==> src/rtl/ip_sram_responder.sv <==
// ip_sram_responder
// -----------------
// Responder end of the mapper RAM interface. An initiator raises rd or wr
// while busy=0. The request turns into one timed access on an external
// asynchronous 8-bit SRAM with a 22-bit (4 MB) address space. Read data
// comes back on rdata, marked by a one-cycle rdata_en strobe.
//
// Handshake (valid/ready): rd/wr are requests and busy=0 is "ready". A
// request is taken at a rising edge where busy=0 and rd|wr. The address
// (and wdata) are captured at that edge. Requests seen while busy=1 are
// dropped, not queued. rd and wr together are treated as a read.
//
// Timing, with the request accepted at edge N:
//   read  : n_ce/n_oe are low for ACCESS_CYCLES cycles after edge N.
//           sram_din is latched at edge N+ACCESS_CYCLES, and rdata_en is
//           high for the cycle that follows that edge.
//   write : n_ce/n_we are low and the pad is driven for ACCESS_CYCLES
//           cycles. n_we then rises, and address/data/dout_en are held
//           for one more cycle.
//   Both are followed by RECOVER_CYCLES cycles with every strobe high.
//   busy falls at the edge that re-enters IDLE.
//
// Parameters:
//   ACCESS_CYCLES  (1..15) strobe-low cycles per access
//   RECOVER_CYCLES (0..3)  all-strobes-high cycles after each access
//
// Optional feature, macro IP_SRAM_RESPONDER_READ_CACHE_EN:
//   Adds a one-entry read cache (valid, 22-bit tag, 8-bit data). A read
//   hit returns the cached byte with rdata_en in the first cycle after
//   acceptance, without touching the SRAM and without raising busy.
//
// Ports:
//   clk, n_reset            clock, asynchronous active-low reset
//   rd, wr, address, wdata  request side
//   busy, rdata, rdata_en   response side
//   sram_*                  board SRAM pins (address, strobes, data pad)
//   dbg_state               current FSM state (IDLE/READ/WRITE/RECOVER)

module ip_sram_responder #(
    parameter int ACCESS_CYCLES  = 3,
    parameter int RECOVER_CYCLES = 1
) (
    input  logic        clk,
    input  logic        n_reset,
    input  logic        rd,
    input  logic        wr,
    output logic        busy,
    input  logic [21:0] address,
    input  logic [7:0]  wdata,
    output logic [7:0]  rdata,
    output logic        rdata_en,
    output logic [21:0] sram_address,
    output logic        sram_n_ce,
    output logic        sram_n_oe,
    output logic        sram_n_we,
    output logic [7:0]  sram_dout,
    output logic        sram_dout_en,
    input  logic [7:0]  sram_din,
    output logic [1:0]  dbg_state
);

    typedef enum logic [1:0] {
        ST_IDLE    = 2'd0,
        ST_READ    = 2'd1,
        ST_WRITE   = 2'd2,
        ST_RECOVER = 2'd3
    } state_e;

    localparam logic [3:0] ACC_LOAD = 4'(ACCESS_CYCLES - 1);
    localparam logic [3:0] REC_LOAD = 4'((RECOVER_CYCLES > 0) ? (RECOVER_CYCLES - 1) : 0);

    state_e      state_q;
    logic [3:0]  count_q;
    logic        hold_q;      // write is in its n_we-high data hold cycle
    logic        busy_q;
    logic [7:0]  rdata_q;
    logic        rdata_en_q;
    logic [21:0] addr_q;
    logic        n_ce_q;
    logic        n_oe_q;
    logic        n_we_q;
    logic [7:0]  dout_q;
    logic        dout_en_q;

    logic        cache_hit;
    logic [7:0]  cache_rdata;

`ifdef IP_SRAM_RESPONDER_READ_CACHE_EN
    logic        cache_valid_q;
    logic [21:0] cache_tag_q;
    logic [7:0]  cache_data_q;

    assign cache_hit   = cache_valid_q && (cache_tag_q == address);
    assign cache_rdata = cache_data_q;

    // Fill on the completing edge of a read miss. A write to the tagged
    // address refreshes the data so that a later hit never returns stale
    // contents.
    always_ff @(posedge clk or negedge n_reset) begin
        if (!n_reset) begin
            cache_valid_q <= 1'b0;
            cache_tag_q   <= 22'd0;
            cache_data_q  <= 8'h00;
        end else begin
            if (state_q == ST_READ && count_q == 4'd0) begin
                cache_valid_q <= 1'b1;
                cache_tag_q   <= addr_q;
                cache_data_q  <= sram_din;
            end else if (state_q == ST_IDLE && wr && !rd && cache_hit) begin
                cache_data_q  <= wdata;
            end
        end
    end
`else
    assign cache_hit   = 1'b0;
    assign cache_rdata = 8'h00;
`endif

    always_ff @(posedge clk or negedge n_reset) begin
        if (!n_reset) begin
            state_q    <= ST_IDLE;
            count_q    <= 4'd0;
            hold_q     <= 1'b0;
            busy_q     <= 1'b0;
            rdata_q    <= 8'h00;
            rdata_en_q <= 1'b0;
            addr_q     <= 22'd0;
            n_ce_q     <= 1'b1;
            n_oe_q     <= 1'b1;
            n_we_q     <= 1'b1;
            dout_q     <= 8'h00;
            dout_en_q  <= 1'b0;
        end else begin
            rdata_en_q <= 1'b0;
            case (state_q)
                ST_IDLE: begin
                    // busy is always low in IDLE, so reaching here is acceptance.
                    if (rd) begin
                        if (cache_hit) begin
                            rdata_q    <= cache_rdata;
                            rdata_en_q <= 1'b1;
                        end else begin
                            state_q   <= ST_READ;
                            busy_q    <= 1'b1;
                            count_q   <= ACC_LOAD;
                            addr_q    <= address;
                            n_ce_q    <= 1'b0;
                            n_oe_q    <= 1'b0;
                            dout_en_q <= 1'b0;
                        end
                    end else if (wr) begin
                        state_q   <= ST_WRITE;
                        busy_q    <= 1'b1;
                        count_q   <= ACC_LOAD;
                        hold_q    <= 1'b0;
                        addr_q    <= address;
                        dout_q    <= wdata;
                        n_ce_q    <= 1'b0;
                        n_we_q    <= 1'b0;
                        dout_en_q <= 1'b1;
                    end
                end

                ST_READ: begin
                    if (count_q == 4'd0) begin
                        rdata_q    <= sram_din;
                        rdata_en_q <= 1'b1;
                        n_ce_q     <= 1'b1;
                        n_oe_q     <= 1'b1;
                        if (RECOVER_CYCLES == 0) begin
                            state_q <= ST_IDLE;
                            busy_q  <= 1'b0;
                        end else begin
                            state_q <= ST_RECOVER;
                            count_q <= REC_LOAD;
                        end
                    end else begin
                        count_q <= count_q - 4'd1;
                    end
                end

                ST_WRITE: begin
                    if (!hold_q) begin
                        if (count_q == 4'd0) begin
                            n_we_q <= 1'b1;
                            hold_q <= 1'b1;
                        end else begin
                            count_q <= count_q - 4'd1;
                        end
                    end else begin
                        hold_q    <= 1'b0;
                        n_ce_q    <= 1'b1;
                        dout_en_q <= 1'b0;
                        if (RECOVER_CYCLES == 0) begin
                            state_q <= ST_IDLE;
                            busy_q  <= 1'b0;
                        end else begin
                            state_q <= ST_RECOVER;
                            count_q <= REC_LOAD;
                        end
                    end
                end

                ST_RECOVER: begin
                    if (count_q == 4'd0) begin
                        state_q <= ST_IDLE;
                        busy_q  <= 1'b0;
                    end else begin
                        count_q <= count_q - 4'd1;
                    end
                end

                default: begin
                    state_q <= ST_IDLE;
                    busy_q  <= 1'b0;
                end
            endcase
        end
    end

    assign busy         = busy_q;
    assign rdata        = rdata_q;
    assign rdata_en     = rdata_en_q;
    assign sram_address = addr_q;
    assign sram_n_ce    = n_ce_q;
    assign sram_n_oe    = n_oe_q;
    assign sram_n_we    = n_we_q;
    assign sram_dout    = dout_q;
    assign sram_dout_en = dout_en_q;
    assign dbg_state    = state_q;

endmodule

==> config.mk <==
export PLATFORM = sky130hd
export DESIGN_NAME = ip_sram_responder
export DESIGN_NICKNAME = d
export VERILOG_FILES = /design/src/rtl/ip_sram_responder.sv
export SDC_FILE = /design/constraint.sdc
export NUM_CORES = 1
export LEC_CHECK = 0
export ABC_AREA = 1
export CORE_ASPECT_RATIO = 0.5
export CORE_MARGIN = 2
export CORE_UTILIZATION = 46
export DETAILED_ROUTE_END_ITERATION = 10
export GPL_TIMING_DRIVEN = 0
export PLACE_DENSITY = 0.84
export SYNTH_ARGS = -nofsm -noshare
export SYNTH_HDL_FRONTEND = slang
export SYNTH_SLANG_ARGS = --single-unit
==> constraint.sdc <==
create_clock -name clk -period 3.55 [get_ports clk]
set_input_delay 0.71 -clock clk [delete_from_list [all_inputs] [get_ports clk]]
set_output_delay 0.71 -clock clk [all_outputs]
set_load 0.005 [all_outputs]
==> impl_metrics.json <==
{
  "setup_violations": 0,
  "timing.rr.end": "dbg_state[0]",
  "fmax_mhz": 484,
  "grt_pass1_vias": 1956,
  "clock_sinks": 51,
  "fin_crit_ps": 2070,
  "cts_root_buf": "clkbuf_8",
  "numCtsBuffers": 5,
  "rr_worst_depth": 8,
  "syn_avg_cell_area_sq_um": 8.92,
  "route.detailed.drc": 0,
  "critPathArrivalTime_ps": 1360,
  "post-route-period-util": 0.582,
  "initial_core_util": 0.492,
  "wl_mm": 5.44,
  "tightest_slew_ps": 682,
  "ys_seq_area_frac": 0.574,
  "hp-class": "in -> async",
  "dpl.cell_count": 404,
  "tns_ps": 0,
  "synthesis.nets": 298,
  "path_class": "reg -> out",
  "p_int_mw": 1.80,
  "cp_num_buf_inv": 1,
  "grt_pass1_wl_mm": 8.83,
  "power_density_nw_per_um2": 863,
  "ys.warnings.count": 0,
  "fillCellCount": 347,
  "nets": 393,
  "grt_start_max_net_pins": 29,
  "cts_tree": "done",
  "r2r_start": "dbg_state[0]",
  "cp_num_cells": 1,
  "cts_setup_buffers": 0,
  "final_cells": 412,
  "htreeDepth": 2,
  "cts.hold.buffers_added": 0,
  "startpoint_type": "flop",
  "finalMaxSlewViolations": 0,
  "antenna_found_initial": 0,
  "netlist_area_sq_um": 2230,
  "fin_skew_ps": 6.09,
  "antenna_cells": 0,
  "synth.area.top_cells": "dfrtp_1 (54%), nand2_1 (21%), mux2_2 (4.0%)",
  "netlist_instances": 250,
  "yosysTopAreaCell": "dfrtp_1",
  "die_h_microns": 53.2,
  "postRouteAntennaNets": 0,
  "p_total_mw": 2.85,
  "wl_per_cell_microns": 13.2,
  "drt_iter0_drc": 61,
  "vias": 1963,
  "cts.reportedPaths.clkPinSlew_ps": 90,
  "combPwrFrac": 0.515,
  "power.leakage_nw": 1.63,
  "switchingPower_mw": 1.04,
  "status": "finished clean",
  "drtPass1Iterations": 4,
  "cts_buffer_depth": 2,
  "gp_congestion": 0.794,
  "rsz0062_at_grt": "false",
  "switching_share": 0.367,
  "via_per_inst": 4.76,
  "crit_path_end_kind": "primary output",
  "row_count": 17,
  "io_pins": 88,
  "ys_seq_elements": 51,
  "die-area_sq_um": 5460,
  "hold_viol_final": 0,
  "synthToLayoutAreaGrowth_pct": 47.8,
  "final_common_cell": "nand2_1",
  "core_sq_um": 4530,
  "crit_path_top_delay_cell": "dfstp_2",
  "insertion_delay_ps": 300,
  "crit_chain": "clkdlybuf4s50_1",
  "whs_ps": 439,
  "critPathMaxFanout": 2,
  "cap_violations": 0,
  "maxSlewHeadroom": 0.545,
  "io_buffer_count": 87,
  "seqPwrFrac": 0.363,
  "gr-total-overflow": 0,
  "multi_input_comb_area_sq_um": 856,
  "yosys.area.top_type_share": 0.538,
  "clkPwrFrac": 0.122,
  "chipWidth_microns": 102,
  "synth.distinct_cells": 21,
  "seq_area_sq_um": 1280,
  "dpl.hpwl_mm": 4.12,
  "drive_gt1_frac": 0.104,
  "cp_top_family": "flip-flops",
  "worstPathRequired_ps": 2840,
  "cts-resized-gates": 0,
  "crit_path_max_incr_delay_ps": 540,
  "grtUsageTotal": 0.213,
  "mostFrequentLayoutCells": "nand2_1 (123), clkdlybuf4s50_1 (86), dfrtp_1 (48), inv_1 (15), nand3_1 (10)",
  "r2r_slack_ps": 1930,
  "irDropWorstVdd_mv": 0.351
}
cell usage after synthesis, drive strengths merged:
library cell  number
xor2               1
ha                 6
nor2               9
dfstp              3
inv               18
o21ai             10
nand3             11
dfrtp             48
mux2               8
nand4              3
nand2            125
buf                5
o211ai             1
a21oi              2
layer usage:
metal,wire length [microns],up-vias,global-route usage,part of all wire
li1,-,967,-,-
met1,2380,942,0.251,0.44
met2,2770,44,0.391,0.51
met3,211,10,0.0436,0.039
met4,74,0,0.0800,0.014
met5,0,-,0,0
worst max-delay path by stage:
| stage | from | end | slack, ps |
|---|---|---|---|
| global placement | n_reset | count_q[1] | 340 |
| detailed placement | rd | dbg_state[0] | 1370 |
| CTS | sram_n_oe | sram_n_oe | 1470 |
| finish | sram_n_oe | sram_n_oe | 1480 |
| global route | sram_n_oe | sram_n_oe | 1450 |
| floorplan | dbg_state[0] | sram_dout[0] | 2100 |
registers in the layout (all words and copies together) (netlist names):
register and flops:
busy 1, count_q 4, dbg_state 2, hold_q 1
rdata 8, rdata_en 1, sram_address 22, sram_dout 8
sram_dout_en 1, sram_n_ce 1, sram_n_oe 1, sram_n_we 1
worst register-to-register path: cells and delay by family, from the launching register on:
kind,cells,cell delay (ps)
DFF,1,430
and+or+nand+nor,6,760
buffers and inverters,1,90
adders and majority gates,1,240
cell type report:
type	count	area share
buffer	5	0.00835
multi-input combinational	176	0.259
clock buffer	7	0.0262
tap	66	0.0250
clock inverter	1	0.00152
inverter	18	0.0205
timing repair buffer	88	0.271
sequential	51	0.388
per-stage QoR:
step	instance area [sq um]	utilization	worst slack [ps]
finish	3300	0.728	1480
global route	3300	0.728	1450
CTS	3300	0.728	1470
detailed placement	3210	0.708	1370
global placement	3180	0.703	343
floorplan	2230	-	2100
power groups by stage:
stage                     registers [mW]  logic, mW  clock network, mW
after floorplan                     1.05      0.703                  0
after global placement              1.03       1.42                  0
after detailed placement            1.04       1.47                  0
after CTS                           1.03       1.48              0.357
after global routing                1.06       1.62              0.377
final                               1.03       1.47              0.346
cell families after synthesis:
family | Yosys count | synth area share
flops | 51 | 0.574
mux | 8 | 0.0404
simple gates | 148 | 0.272
fa+ha+maj | 6 | 0.0337
compound gates | 13 | 0.0337
buf+inv | 23 | 0.0426
xor+xnor | 1 | 0.00393
Note: power is estimated with default switching activity, not from simulation.
